File: src/rtl/serial_add_pkg.sv
// Shared types and constants for the serial add arbiter slice.
// Holds the FSM state encoding, the requester count and the counter sizing helper.
// No logic, so there is no latency or backpressure.
package serial_add_pkg;

    typedef enum logic [1:0] {
        IDLE  = 2'b00,
        SHIFT = 2'b01,
        DONE  = 2'b10
    } state_t;

    localparam int REQ_N = 2;

    // The bit counter must hold values 0..WIDTH.
    function automatic int cnt_width(input int width);
        return $clog2(width + 1);
    endfunction

endpackage

File: src/rtl/serial_add_arbiter_if.sv
// Request/response bundle between two parallel-word clients and the serial adder.
// Wires only, so there is no latency.
// Requests use valid/ready per requester; the response uses a single valid/ready pair.
// Optional feature macro: SERIAL_ADD_SUB_EN adds the per-requester req_sub select.
interface serial_add_arbiter_if
    import serial_add_pkg::*;
#(
    parameter int WIDTH = 8
);
    logic [REQ_N-1:0]       req_valid;
    logic [REQ_N-1:0]       req_ready;
    logic [REQ_N*WIDTH-1:0] req_a;
    logic [REQ_N*WIDTH-1:0] req_b;
`ifdef SERIAL_ADD_SUB_EN
    logic [REQ_N-1:0]       req_sub;
`endif
    logic                   rsp_valid;
    logic                   rsp_ready;
    logic                   rsp_id;
    logic [WIDTH-1:0]       rsp_sum;
    logic                   rsp_cout;

`ifdef SERIAL_ADD_SUB_EN
    modport master (
        output req_valid, req_a, req_b, req_sub, rsp_ready,
        input  req_ready, rsp_valid, rsp_id, rsp_sum, rsp_cout
    );
    modport slave (
        input  req_valid, req_a, req_b, req_sub, rsp_ready,
        output req_ready, rsp_valid, rsp_id, rsp_sum, rsp_cout
    );
`else
    modport master (
        output req_valid, req_a, req_b, rsp_ready,
        input  req_ready, rsp_valid, rsp_id, rsp_sum, rsp_cout
    );
    modport slave (
        input  req_valid, req_a, req_b, rsp_ready,
        output req_ready, rsp_valid, rsp_id, rsp_sum, rsp_cout
    );
`endif

endinterface

File: src/rtl/serial_add_cell.sv
// One-bit full adder with a registered carry, shared by all serial operations.
// sum_bit is combinational from the current bits and the carry flop; the carry advances one edge per enabled bit.
// No backpressure: the sequencer decides when to load or advance the carry.
module serial_add_cell (
    input  logic clk,
    input  logic reset,
    input  logic a,
    input  logic b,
    input  logic load_cin,
    input  logic cin,
    input  logic en,
    output logic sum_bit,
    output logic cout
);

    logic carry_q;
    logic carry_d;

    // Full-adder sum, and the carry to store on the next edge (load has priority over advance).
    always_comb begin
        sum_bit = a ^ b ^ carry_q;
        carry_d = carry_q;
        if (load_cin) begin
            carry_d = cin;
        end else if (en) begin
            carry_d = (a & b) | (a & carry_q) | (b & carry_q);
        end
    end

    // Carry register, cleared asynchronously.
    always_ff @(posedge clk or posedge reset) begin
        if (reset) begin
            carry_q <= 1'b0;
        end else begin
            carry_q <= carry_d;
        end
    end

    assign cout = carry_q;

endmodule

File: src/rtl/serial_add_arbiter.sv
// Round-robin arbiter and sequencer feeding two requesters' operands LSB-first through one serial add cell.
// Accept at cycle T, rsp_valid high from cycle T+WIDTH+1; at most one op every WIDTH+2 cycles.
// req_ready is only offered in IDLE; the result is held in DONE until rsp_ready, no new accept meanwhile.
// Optional feature macro: SERIAL_ADD_SUB_EN enables subtraction (b inverted, carry-in 1).
module serial_add_arbiter
    import serial_add_pkg::*;
#(
    parameter int WIDTH = 8
) (
    input  logic                 clk,
    input  logic                 reset,
    serial_add_arbiter_if.slave  bus
);

    localparam int CW = cnt_width(WIDTH);

    state_t           state_q,  state_d;
    logic             rr_q,     rr_d;
    logic [CW-1:0]    cnt_q,    cnt_d;
    logic [WIDTH-1:0] a_sr_q,   a_sr_d;
    logic [WIDTH-1:0] b_sr_q,   b_sr_d;
    logic [WIDTH-1:0] sum_sr_q, sum_sr_d;
    logic             id_q,     id_d;
`ifdef SERIAL_ADD_SUB_EN
    logic             sub_q,    sub_d;
`endif

    logic             any_vld;
    logic             grant;
    logic             accept;
    logic             cin;
    logic             load_cin;
    logic             shift_en;
    logic             cell_b;
    logic             sum_bit;
    logic             carry;
    logic [WIDTH:0]   sum_cat;

    // Pick a requester: the only valid one, or the rr pointer on contention; offer ready only in IDLE.
    always_comb begin
        any_vld = |bus.req_valid;
        if (bus.req_valid == 2'b11) begin
            grant = rr_q;
        end else begin
            grant = bus.req_valid[1];
        end
        accept = (state_q == IDLE) && any_vld;
        if (accept) begin
            bus.req_ready = grant ? 2'b10 : 2'b01;
        end else begin
            bus.req_ready = 2'b00;
        end
`ifdef SERIAL_ADD_SUB_EN
        cin    = grant ? bus.req_sub[1] : bus.req_sub[0];
        cell_b = b_sr_q[0] ^ sub_q;
`else
        cin    = 1'b0;
        cell_b = b_sr_q[0];
`endif
    end

    serial_add_cell u_cell (
        .clk      (clk),
        .reset    (reset),
        .a        (a_sr_q[0]),
        .b        (cell_b),
        .load_cin (load_cin),
        .cin      (cin),
        .en       (shift_en),
        .sum_bit  (sum_bit),
        .cout     (carry)
    );

    // FSM next state: capture on accept, shift WIDTH bits, then hold the result until handshake.
    always_comb begin
        state_d  = state_q;
        rr_d     = rr_q;
        cnt_d    = cnt_q;
        a_sr_d   = a_sr_q;
        b_sr_d   = b_sr_q;
        sum_sr_d = sum_sr_q;
        id_d     = id_q;
`ifdef SERIAL_ADD_SUB_EN
        sub_d    = sub_q;
`endif
        load_cin = 1'b0;
        shift_en = 1'b0;
        sum_cat  = {sum_bit, sum_sr_q};
        case (state_q)
            IDLE: begin
                if (accept) begin
                    a_sr_d   = grant ? bus.req_a[2*WIDTH-1:WIDTH] : bus.req_a[WIDTH-1:0];
                    b_sr_d   = grant ? bus.req_b[2*WIDTH-1:WIDTH] : bus.req_b[WIDTH-1:0];
                    id_d     = grant;
`ifdef SERIAL_ADD_SUB_EN
                    sub_d    = cin;
`endif
                    cnt_d    = '0;
                    load_cin = 1'b1;
                    state_d  = SHIFT;
                end
            end
            SHIFT: begin
                shift_en = 1'b1;
                a_sr_d   = a_sr_q >> 1;
                b_sr_d   = b_sr_q >> 1;
                // New sum bit enters at the MSB, so after WIDTH bits the LSB sits at bit 0.
                sum_sr_d = sum_cat[WIDTH:1];
                cnt_d    = cnt_q + CW'(1);
                if (cnt_q == CW'(WIDTH - 1)) begin
                    state_d = DONE;
                end
            end
            DONE: begin
                if (bus.rsp_ready) begin
                    state_d = IDLE;
                    rr_d    = ~id_q;
                end
            end
            default: begin
                state_d = IDLE;
            end
        endcase
    end

    // Response outputs are driven only in DONE so nothing leaks while an op is in flight.
    always_comb begin
        bus.rsp_valid = (state_q == DONE);
        bus.rsp_id    = (state_q == DONE) ? id_q : 1'b0;
        bus.rsp_sum   = (state_q == DONE) ? sum_sr_q : '0;
        bus.rsp_cout  = (state_q == DONE) ? carry : 1'b0;
    end

    // State, pointer, counter and datapath registers; reset aborts any op in flight.
    always_ff @(posedge clk or posedge reset) begin
        if (reset) begin
            state_q  <= IDLE;
            rr_q     <= 1'b0;
            cnt_q    <= '0;
            a_sr_q   <= '0;
            b_sr_q   <= '0;
            sum_sr_q <= '0;
            id_q     <= 1'b0;
`ifdef SERIAL_ADD_SUB_EN
            sub_q    <= 1'b0;
`endif
        end else begin
            state_q  <= state_d;
            rr_q     <= rr_d;
            cnt_q    <= cnt_d;
            a_sr_q   <= a_sr_d;
            b_sr_q   <= b_sr_d;
            sum_sr_q <= sum_sr_d;
            id_q     <= id_d;
`ifdef SERIAL_ADD_SUB_EN
            sub_q    <= sub_d;
`endif
        end
    end

endmodule
File: src/flat_wrapper.sv
// flat-port wrapper written by rule: the top's interface ports become plain ports
module serial_add_arbiter_flat import serial_add_pkg::*;
#(
    parameter int WIDTH = 8
)
  (clk, reset, bus_req_valid, bus_req_a, bus_req_b, bus_rsp_ready, bus_req_ready, bus_rsp_valid, bus_rsp_id, bus_rsp_sum, bus_rsp_cout);
  serial_add_arbiter_if #(.WIDTH(WIDTH)) bus_i ();
  input  logic clk;
  input  logic reset;
  input wire logic [$bits(bus_i.req_valid)-1:0] bus_req_valid;
  input wire logic [$bits(bus_i.req_a)-1:0] bus_req_a;
  input wire logic [$bits(bus_i.req_b)-1:0] bus_req_b;
  input wire logic [$bits(bus_i.rsp_ready)-1:0] bus_rsp_ready;
  output wire logic [$bits(bus_i.req_ready)-1:0] bus_req_ready;
  output wire logic [$bits(bus_i.rsp_valid)-1:0] bus_rsp_valid;
  output wire logic [$bits(bus_i.rsp_id)-1:0] bus_rsp_id;
  output wire logic [$bits(bus_i.rsp_sum)-1:0] bus_rsp_sum;
  output wire logic [$bits(bus_i.rsp_cout)-1:0] bus_rsp_cout;
  assign bus_i.req_valid = bus_req_valid;
  assign bus_i.req_a = bus_req_a;
  assign bus_i.req_b = bus_req_b;
  assign bus_i.rsp_ready = bus_rsp_ready;
  assign bus_req_ready = bus_i.req_ready;
  assign bus_rsp_valid = bus_i.rsp_valid;
  assign bus_rsp_id = bus_i.rsp_id;
  assign bus_rsp_sum = bus_i.rsp_sum;
  assign bus_rsp_cout = bus_i.rsp_cout;
  serial_add_arbiter #(.WIDTH(WIDTH)) u_core (.clk(clk), .reset(reset), .bus(bus_i));
endmodule
File: config.mk
export PLATFORM = sky130hd
export DESIGN_NAME = serial_add_arbiter_flat
export DESIGN_NICKNAME = d
export VERILOG_FILES = /design/src/rtl/serial_add_pkg.sv /design/src/rtl/serial_add_arbiter_if.sv /design/src/rtl/serial_add_cell.sv /design/src/rtl/serial_add_arbiter.sv /design/src/flat_wrapper.sv
export SDC_FILE = /design/constraint.sdc
export NUM_CORES = 1
export LEC_CHECK = 0
export CAP_MARGIN = 20
export CORE_MARGIN = 2
export CORE_UTILIZATION = 35
export CTS_CLUSTER_SIZE = 12
export DETAILED_ROUTE_END_ITERATION = 10
export HOLD_SLACK_MARGIN = 0.05
export PLACE_DENSITY = 0.6
export REMOVE_ABC_BUFFERS = 1
export SYNTH_ARGS = -nofsm -noshare
export SYNTH_HDL_FRONTEND = slang
export SYNTH_SLANG_ARGS = --single-unit
File: constraint.sdc
create_clock -name clk -period 1.9 [get_ports clk]
set_input_delay 0.19 -clock clk [delete_from_list [all_inputs] [get_ports clk]]
set_output_delay 0.19 -clock clk [all_outputs]
set_load 0.1 [all_outputs]
==> qor.yml, run 1 <==
status:
  status: "complete, no violations"
critical_path:
  required_ns: 1.71
  cp-end-kind: "primary output"
  critPathTopFamily: "buffers and inverters"
  path_class: "in -> out"
  critPathMaxFanout: 3
  arrival_ns: 1.58
  r2r_end: "u_core.cnt_q[3]$_DFFE_PP0P_"
  path_cells: "clkdlybuf4s50_1 -> inv_1 -> o21ai_4 -> nor3_1 -> buf_12"
  critPathLaunchType: "input pin"
  slowest_delay_ns: 0.46
  ff2ff_setup_slack_ns: 0.50
  crit_buf_inv: 3
  cp_slowest_cell: "nor3_1"
  r2r_start: "u_core.state_q[0]$_DFFE_PP0P_"
  r2r_cells: 5
cts:
  htree_levels: 2
  cts_root_buffer: "clkbuf_8"
  numClockSinks: 33
  numCtsBuffers: 5
  clk_pin_slew_ns: 0.07
  clockBufferDepth: 2
  cts_tree: "built"
  cts_setup_buffers: 0
  clk_latency_ns: 0.28
detailed_routing:
  drt-pass1-iter-count: 4
  totalWireLength_um: 3360
  vias: 1341
  drc: 0
  first_iter_violations: 61
  drtAntennaViolNets: 0
  routed_via_density: 5.00
  wl_per_cell_um: 12.5
timing:
  holdWs_ns: 0.305
  rsz0062_at_grt: "no"
  tightest_slew_ns: 0.583
  setup_violations: 0
  max_slew_margin_pct: 60.9
  fin_ws_ns: 0.131
  final.period_utilization_pct: 93.1
  worst_clock_skew_ns: 0.00768
  timing.fmax_ghz: 0.565
  tns_ns: 0
  fin_crit_ns: 1.77
  drv_slew: 0
  hold_violations: 0
power:
  power_mw: 2.72
  p_leak_nw: 1.09
  peakVddDrop_mv: 0.532
  p_per_area_mw_per_mm2: 1140
place:
  place_inst: 260
  port_buffers: 49
  dp_hpwl_um: 2510
  gp_congestion: 0.674
  placed_cell_area_sq_mm: 0.00230
  place_ws_ns: 0.130
logic_synthesis:
  ys_seq_area_share_pct: 51.0
  synth.top_cells.by_count: "dfrtp_1 (33), nand2_1 (28), mux2i_1 (15)"
  synth_top_family_by_area: "compound AO/OA/AOI/OAI gates"
  synth_top_cell_area_share_pct: 51.0
  async_reset_ff_share_pct: 100
  yosys.area_share.simple_pct: 14.8
  synthTopCellsByArea: "dfrtp_1 (51%), mux2i_1 (9.3%), a22oi_1 (6.5%)"
  ys_types: 28
  synth_compound_area_share_pct: 17.9
  synth_largest_area_cell: "dfrtp_1"
  netlist_area_sq_mm: 0.00162
  synth_xor_area_share_pct: 0
  yosys-mux-area-fraction_pct: 9.27
  yosys_warnings: 0
  synth.most_common_cell: "dfrtp_1"
  synth_edf_count: 0
  syn_area_per_cell_sq_um: 9.93
  synthAdderAreaFrac_pct: 2.01
  synth-seq-cells: 33
  syn_inst: 163
  synth_top_flop_cell: "dfrtp_1"
layout:
  area_growth_pct: 47.0
  final_cells: 268
  n_fill_cell: 381
  nNetsFinal: 254
  diodes: 0
  final_layout_size_suffix_gt1_share_pct: 13.0
  fin_util_pct: 53.9
  design_area_sq_mm: 0.00238
hold_path:
  hold_class: "in -> async"
floorplan:
  die_area_sq_mm: 0.00519
  rows: 24
  num_io_pins: 50
  die_y_um: 72.0
  initial_core_util_pct: 36.7
  die_w_um: 72.0
  core_area_sq_mm: 0.00441
grt:
  grt_usage_pct: 14.8
  grt_pass1_vias: 1342
  grt.overflow.total: 0
  grt_pass1_wl_um: 5910
  grt_max_degree: 34
  antenna_found_initial: 0
run:
  drv_cap: 0
placed cells by master (no fill, tap or decap), drive strengths merged:
| master | Yosys | layout |
|---|---|---|
| clkdlybuf4s50 | 0 | 36 |
| clkbuf | 4 | 8 |
| a31oi | 1 | 1 |
| nor2b | 2 | 2 |
| a21o | 1 | 1 |
| inv | 6 | 6 |
| nand2b | 1 | 1 |
| and2 | 10 | 10 |
| nor3 | 2 | 2 |
| fa | 1 | 1 |
| nand2 | 28 | 28 |
| ha | 1 | 1 |
| o32ai | 1 | 1 |
| buf | 7 | 20 |
| mux2i | 15 | 15 |
| a2111oi | 1 | 1 |
| nand3 | 4 | 4 |
| o21ai | 24 | 24 |
| a22oi | 14 | 14 |
| or2 | 1 | 1 |
| a21oi | 1 | 1 |
| nor2 | 3 | 3 |
| dfrtp | 33 | 33 |
| a221o | 1 | 1 |
| nand4 | 1 | 1 |
kinds of logic (layout without fill, tap and decap cells):
| family | after synthesis | count (layout) |
|---|---|---|
| AO/OA/AOI/OAI | 44 | 44 |
| adder cells (fa/ha/maj) | 2 | 2 |
| AND/OR/NAND/NOR | 52 | 52 |
| multiplexers | 15 | 15 |
| buffers and inverters | 17 | 70 |
| flip-flops | 33 | 33 |
routing by layer:
metal  share of wire [%]  up-vias  GRT usage (%)
li1                    -      668              -
met1                  43      612           17.3
met2                  49       57           25.8
met3                 6.6        4           4.58
met4                 1.2        0           5.03
met5                   0        -              0
registers in the layout, summed over array words and instances (netlist names):
signal / count
u_core.a_sr_q: 8
u_core.state_q: 2
u_core.cnt_q: 4
u_core.sum_sr_q: 8
u_core.id_q: 1
u_core.b_sr_q: 8
u_core.rr_q: 1
u_core.u_cell.cout: 1
what timing repair did:
item / in CTS / in global routing
hold buffers: 0 / 0
endpoints found under the hold margin: 0 / 0
resized for setup: 0 / 1
endpoints found under the setup margin: 0 / 1
report_power, final:
| group | switching, mW | internal [mW] | total (mW) |
|---|---|---|---|
| sequential | 0.201 | 0.991 | 1.19 |
| combinational | 0.578 | 0.450 | 1.03 |
| clock | 0.240 | 0.260 | 0.500 |
final cells by class:
cell class              count  area, sq um  share of cell area (%)
flip-flops and latches     33          827                    34.8
multi-input cells         113          712                    29.9
repair buffers             56          673                    28.3
clock buffers               8         80.1                    3.36
well taps                  52         65.1                    2.73
inverters                   6         22.5                   0.946
worst min-delay path: cells and delay by family:
kind	cells	cell delay, ns
buffers and inverters	3	0.82
how the worst max path moves through the flow:
stage / from / slack [ns] / cells past startpoint / to
final: bus_req_valid[0] / 0.13 / 5 / bus_req_ready[1]
after global routing: u_core.state_q[0]$_DFFE_PP0P_ / 0.03 / 5 / bus_rsp_cout
after CTS: u_core.state_q[1]$_DFFE_PP0P_ / 0.12 / 5 / bus_rsp_cout
after detailed placement: bus_req_valid[0] / 0.13 / 4 / bus_req_ready[0]
after global placement: bus_req_valid[0] / 0.22 / 4 / bus_req_ready[0]
after floorplan: u_core.state_q[1]$_DFFE_PP0P_ / -1.85 / 3 / bus_rsp_cout
Note: power is estimated with default switching activity, not from simulation.
==> run 2, diff against run 1 <==
--- a/config.mk
+++ b/config.mk
@@ -7,11 +7,11 @@
 export LEC_CHECK = 0
 export CAP_MARGIN = 20
 export CORE_MARGIN = 2
-export CORE_UTILIZATION = 35
+export CORE_UTILIZATION = 40
 export CTS_CLUSTER_SIZE = 12
 export DETAILED_ROUTE_END_ITERATION = 10
 export HOLD_SLACK_MARGIN = 0.05
-export PLACE_DENSITY = 0.6
+export PLACE_DENSITY = 0.67
 export REMOVE_ABC_BUFFERS = 1
 export SYNTH_ARGS = -nofsm -noshare
 export SYNTH_HDL_FRONTEND = slang
==> qor.yml, run 2 (same netlist as run 1, synthesis figures left out) <==
grt:
  grt_max_degree: 34
  grt_use_met1_pct: 19.4
  met2_usage_pct: 30.5
  grt_pass1_wl_um: 5800
  antenna_found_initial: 0
  grt_usage_pct: 17.2
  grt.overflow.total: 0
  grt_util_met3_pct: 6.00
  grt_pass1_vias: 1359
  busiest_layer: "met2"
run:
  drv_cap: 0
timing:
  setup_violations: 0
  drv_slew: 0
  tightest_slew_ns: 0.537
  rsz0062_at_grt: "no"
  holdWs_ns: 0.297
  timing.fmax_ghz: 0.572
  hold_violations: 0
  final.period_utilization_pct: 92.0
  worst_clock_skew_ns: 0.00500
  fin_crit_ns: 1.75
  fin_ws_ns: 0.151
  max_slew_margin_pct: 64.2
status:
  status: "complete, no violations"
critical_path:
  r2r_end: "u_core.cnt_q[2]$_DFFE_PP0P_"
  slowest_delay_ns: 0.52
  path_cells: "clkdlybuf4s50_1 -> inv_1 -> a2111oi_2 -> buf_12"
  arrival_ns: 1.56
  cp-end-kind: "primary output"
  crit_end: "bus_req_ready[0]"
  required_ns: 1.71
  startpoint: "bus_req_valid[0]"
  ff2ff_setup_slack_ns: 0.49
  cp_slowest_cell: "a2111oi_2"
  r2r_start: "u_core.state_q[1]$_DFFE_PP0P_"
  r2r_cells: 4
  critPathMaxFanout: 3
  path_class: "in -> out"
  critPathLaunchType: "input pin"
place:
  dp_hpwl_um: 2470
  port_buffers: 49
  gp_congestion: 0.750
  place_ws_ns: 0.143
  place_inst: 258
power:
  peakVddDrop_mv: 0.521
  p_leak_nw: 1.10
  p_per_area_mw_per_mm2: 1170
  power_mw: 2.79
hold_path:
  hold_class: "in -> async"
layout:
  largestRegisters: "u_core.a_sr_q (8), u_core.b_sr_q (8), u_core.sum_sr_q (8)"
  final_layout_size_suffix_gt1_share_pct: 13.9
  register_area_sq_um: 826
  multi_input_area_sq_um: 712
  n_fill_cell: 304
  diodes: 0
  nNetsFinal: 254
  layout_common_cells: "clkdlybuf4s50_1 (36), dfrtp_1 (33), nand2_1 (28), mux2i_1 (15), a22oi_1 (14)"
  final_cells: 266
  final_common_cell: "clkdlybuf4s50_1"
  area_growth_pct: 48.1
detailed_routing:
  drt-pass1-iter-count: 4
  drtAntennaViolNets: 0
  vias: 1356
  drc: 0
  routed_via_density: 5.10
  wl_per_cell_um: 12.5
  totalWireLength_um: 3320
  first_iter_violations: 59
floorplan:
  num_io_pins: 50
  die_y_um: 67.6
  initial_core_util_pct: 41.1
  core_area_sq_mm: 0.00394
  die_area_sq_mm: 0.00457
  rows: 23
  die_w_um: 67.6
cts:
  numCtsBuffers: 5
  clk_latency_ns: 0.28
  cts_root_buffer: "clkbuf_8"
  clk_pin_slew_ns: 0.07
  postCtsHoldBufs: 0
  numClockSinks: 33
  cts_tree: "built"
  clockBufferDepth: 2
  cts_resized: 0
  htree_levels: 2
  cts_setup_buffers: 0
[run 2: cell count changes in the layout (fill, tap and decap cells not counted), sizes merged]
cell    change
clkinv      +1
clkbuf      -1
[run 2: critical path, delay by kind of cell]
kind	cells	cell delay [ns]
AO/OA/AOI/OAI	1	0.52
buffers and inverters	3	0.85
[run 2: where the power goes]
part | internal, mW | switching, mW | leakage, nW | total [mW]
Clock | 0.327 | 0.254 | 0.0542 | 0.581
Sequential | 0.990 | 0.201 | 0.422 | 1.19
Combinational | 0.447 | 0.575 | 0.627 | 1.02
[run 2: metrics by stage]
step / utilization, % / area (sq um) / setup TNS [ns]
floorplan: - / 1560 / -18.95
global placement: 58.2 / 2300 / 0
detailed placement: 58.2 / 2300 / 0
CTS: 60.8 / 2400 / 0
global route: 60.8 / 2400 / 0
finish: 60.8 / 2400 / 0
[run 2: worst min path at each step]
stage | start | end | slack [ns] | depth (start not counted)
finish | reset | u_core.sum_sr_q[3]$_DFFE_PP0P_ | 0.30 | 3
global route | reset | u_core.sum_sr_q[3]$_DFFE_PP0P_ | 0.33 | 3
CTS | reset | u_core.sum_sr_q[3]$_DFFE_PP0P_ | 0.30 | 3
detailed placement | u_core.sum_sr_q[2]$_DFFE_PP0P_ | u_core.sum_sr_q[1]$_DFFE_PP0P_ | 0.47 | 2
global placement | u_core.sum_sr_q[0]$_DFFE_PP0P_ | u_core.sum_sr_q[0]$_DFFE_PP0P_ | 0.46 | 2
floorplan | bus_rsp_ready | u_core.state_q[1]$_DFFE_PP0P_ | 0.28 | 1
[run 2: layout make-up]
| class | count | area share, % |
|---|---|---|
| clock buffers | 7 | 4.02 |
| clock inverters | 1 | 0.209 |
| inverters | 6 | 0.939 |
| multi-input cells | 113 | 29.7 |
| flip-flops and latches | 33 | 34.4 |
| well taps | 50 | 2.61 |
| repair buffers | 56 | 28.1 |
[run 2: per-layer routing]
layer  vias to the layer above  part of all wire, %
met5                         -                    0
met2                        49                   50
met4                         0                  1.1
met1                       634                   42
li1                        670                    -
met3                         3                  6.2
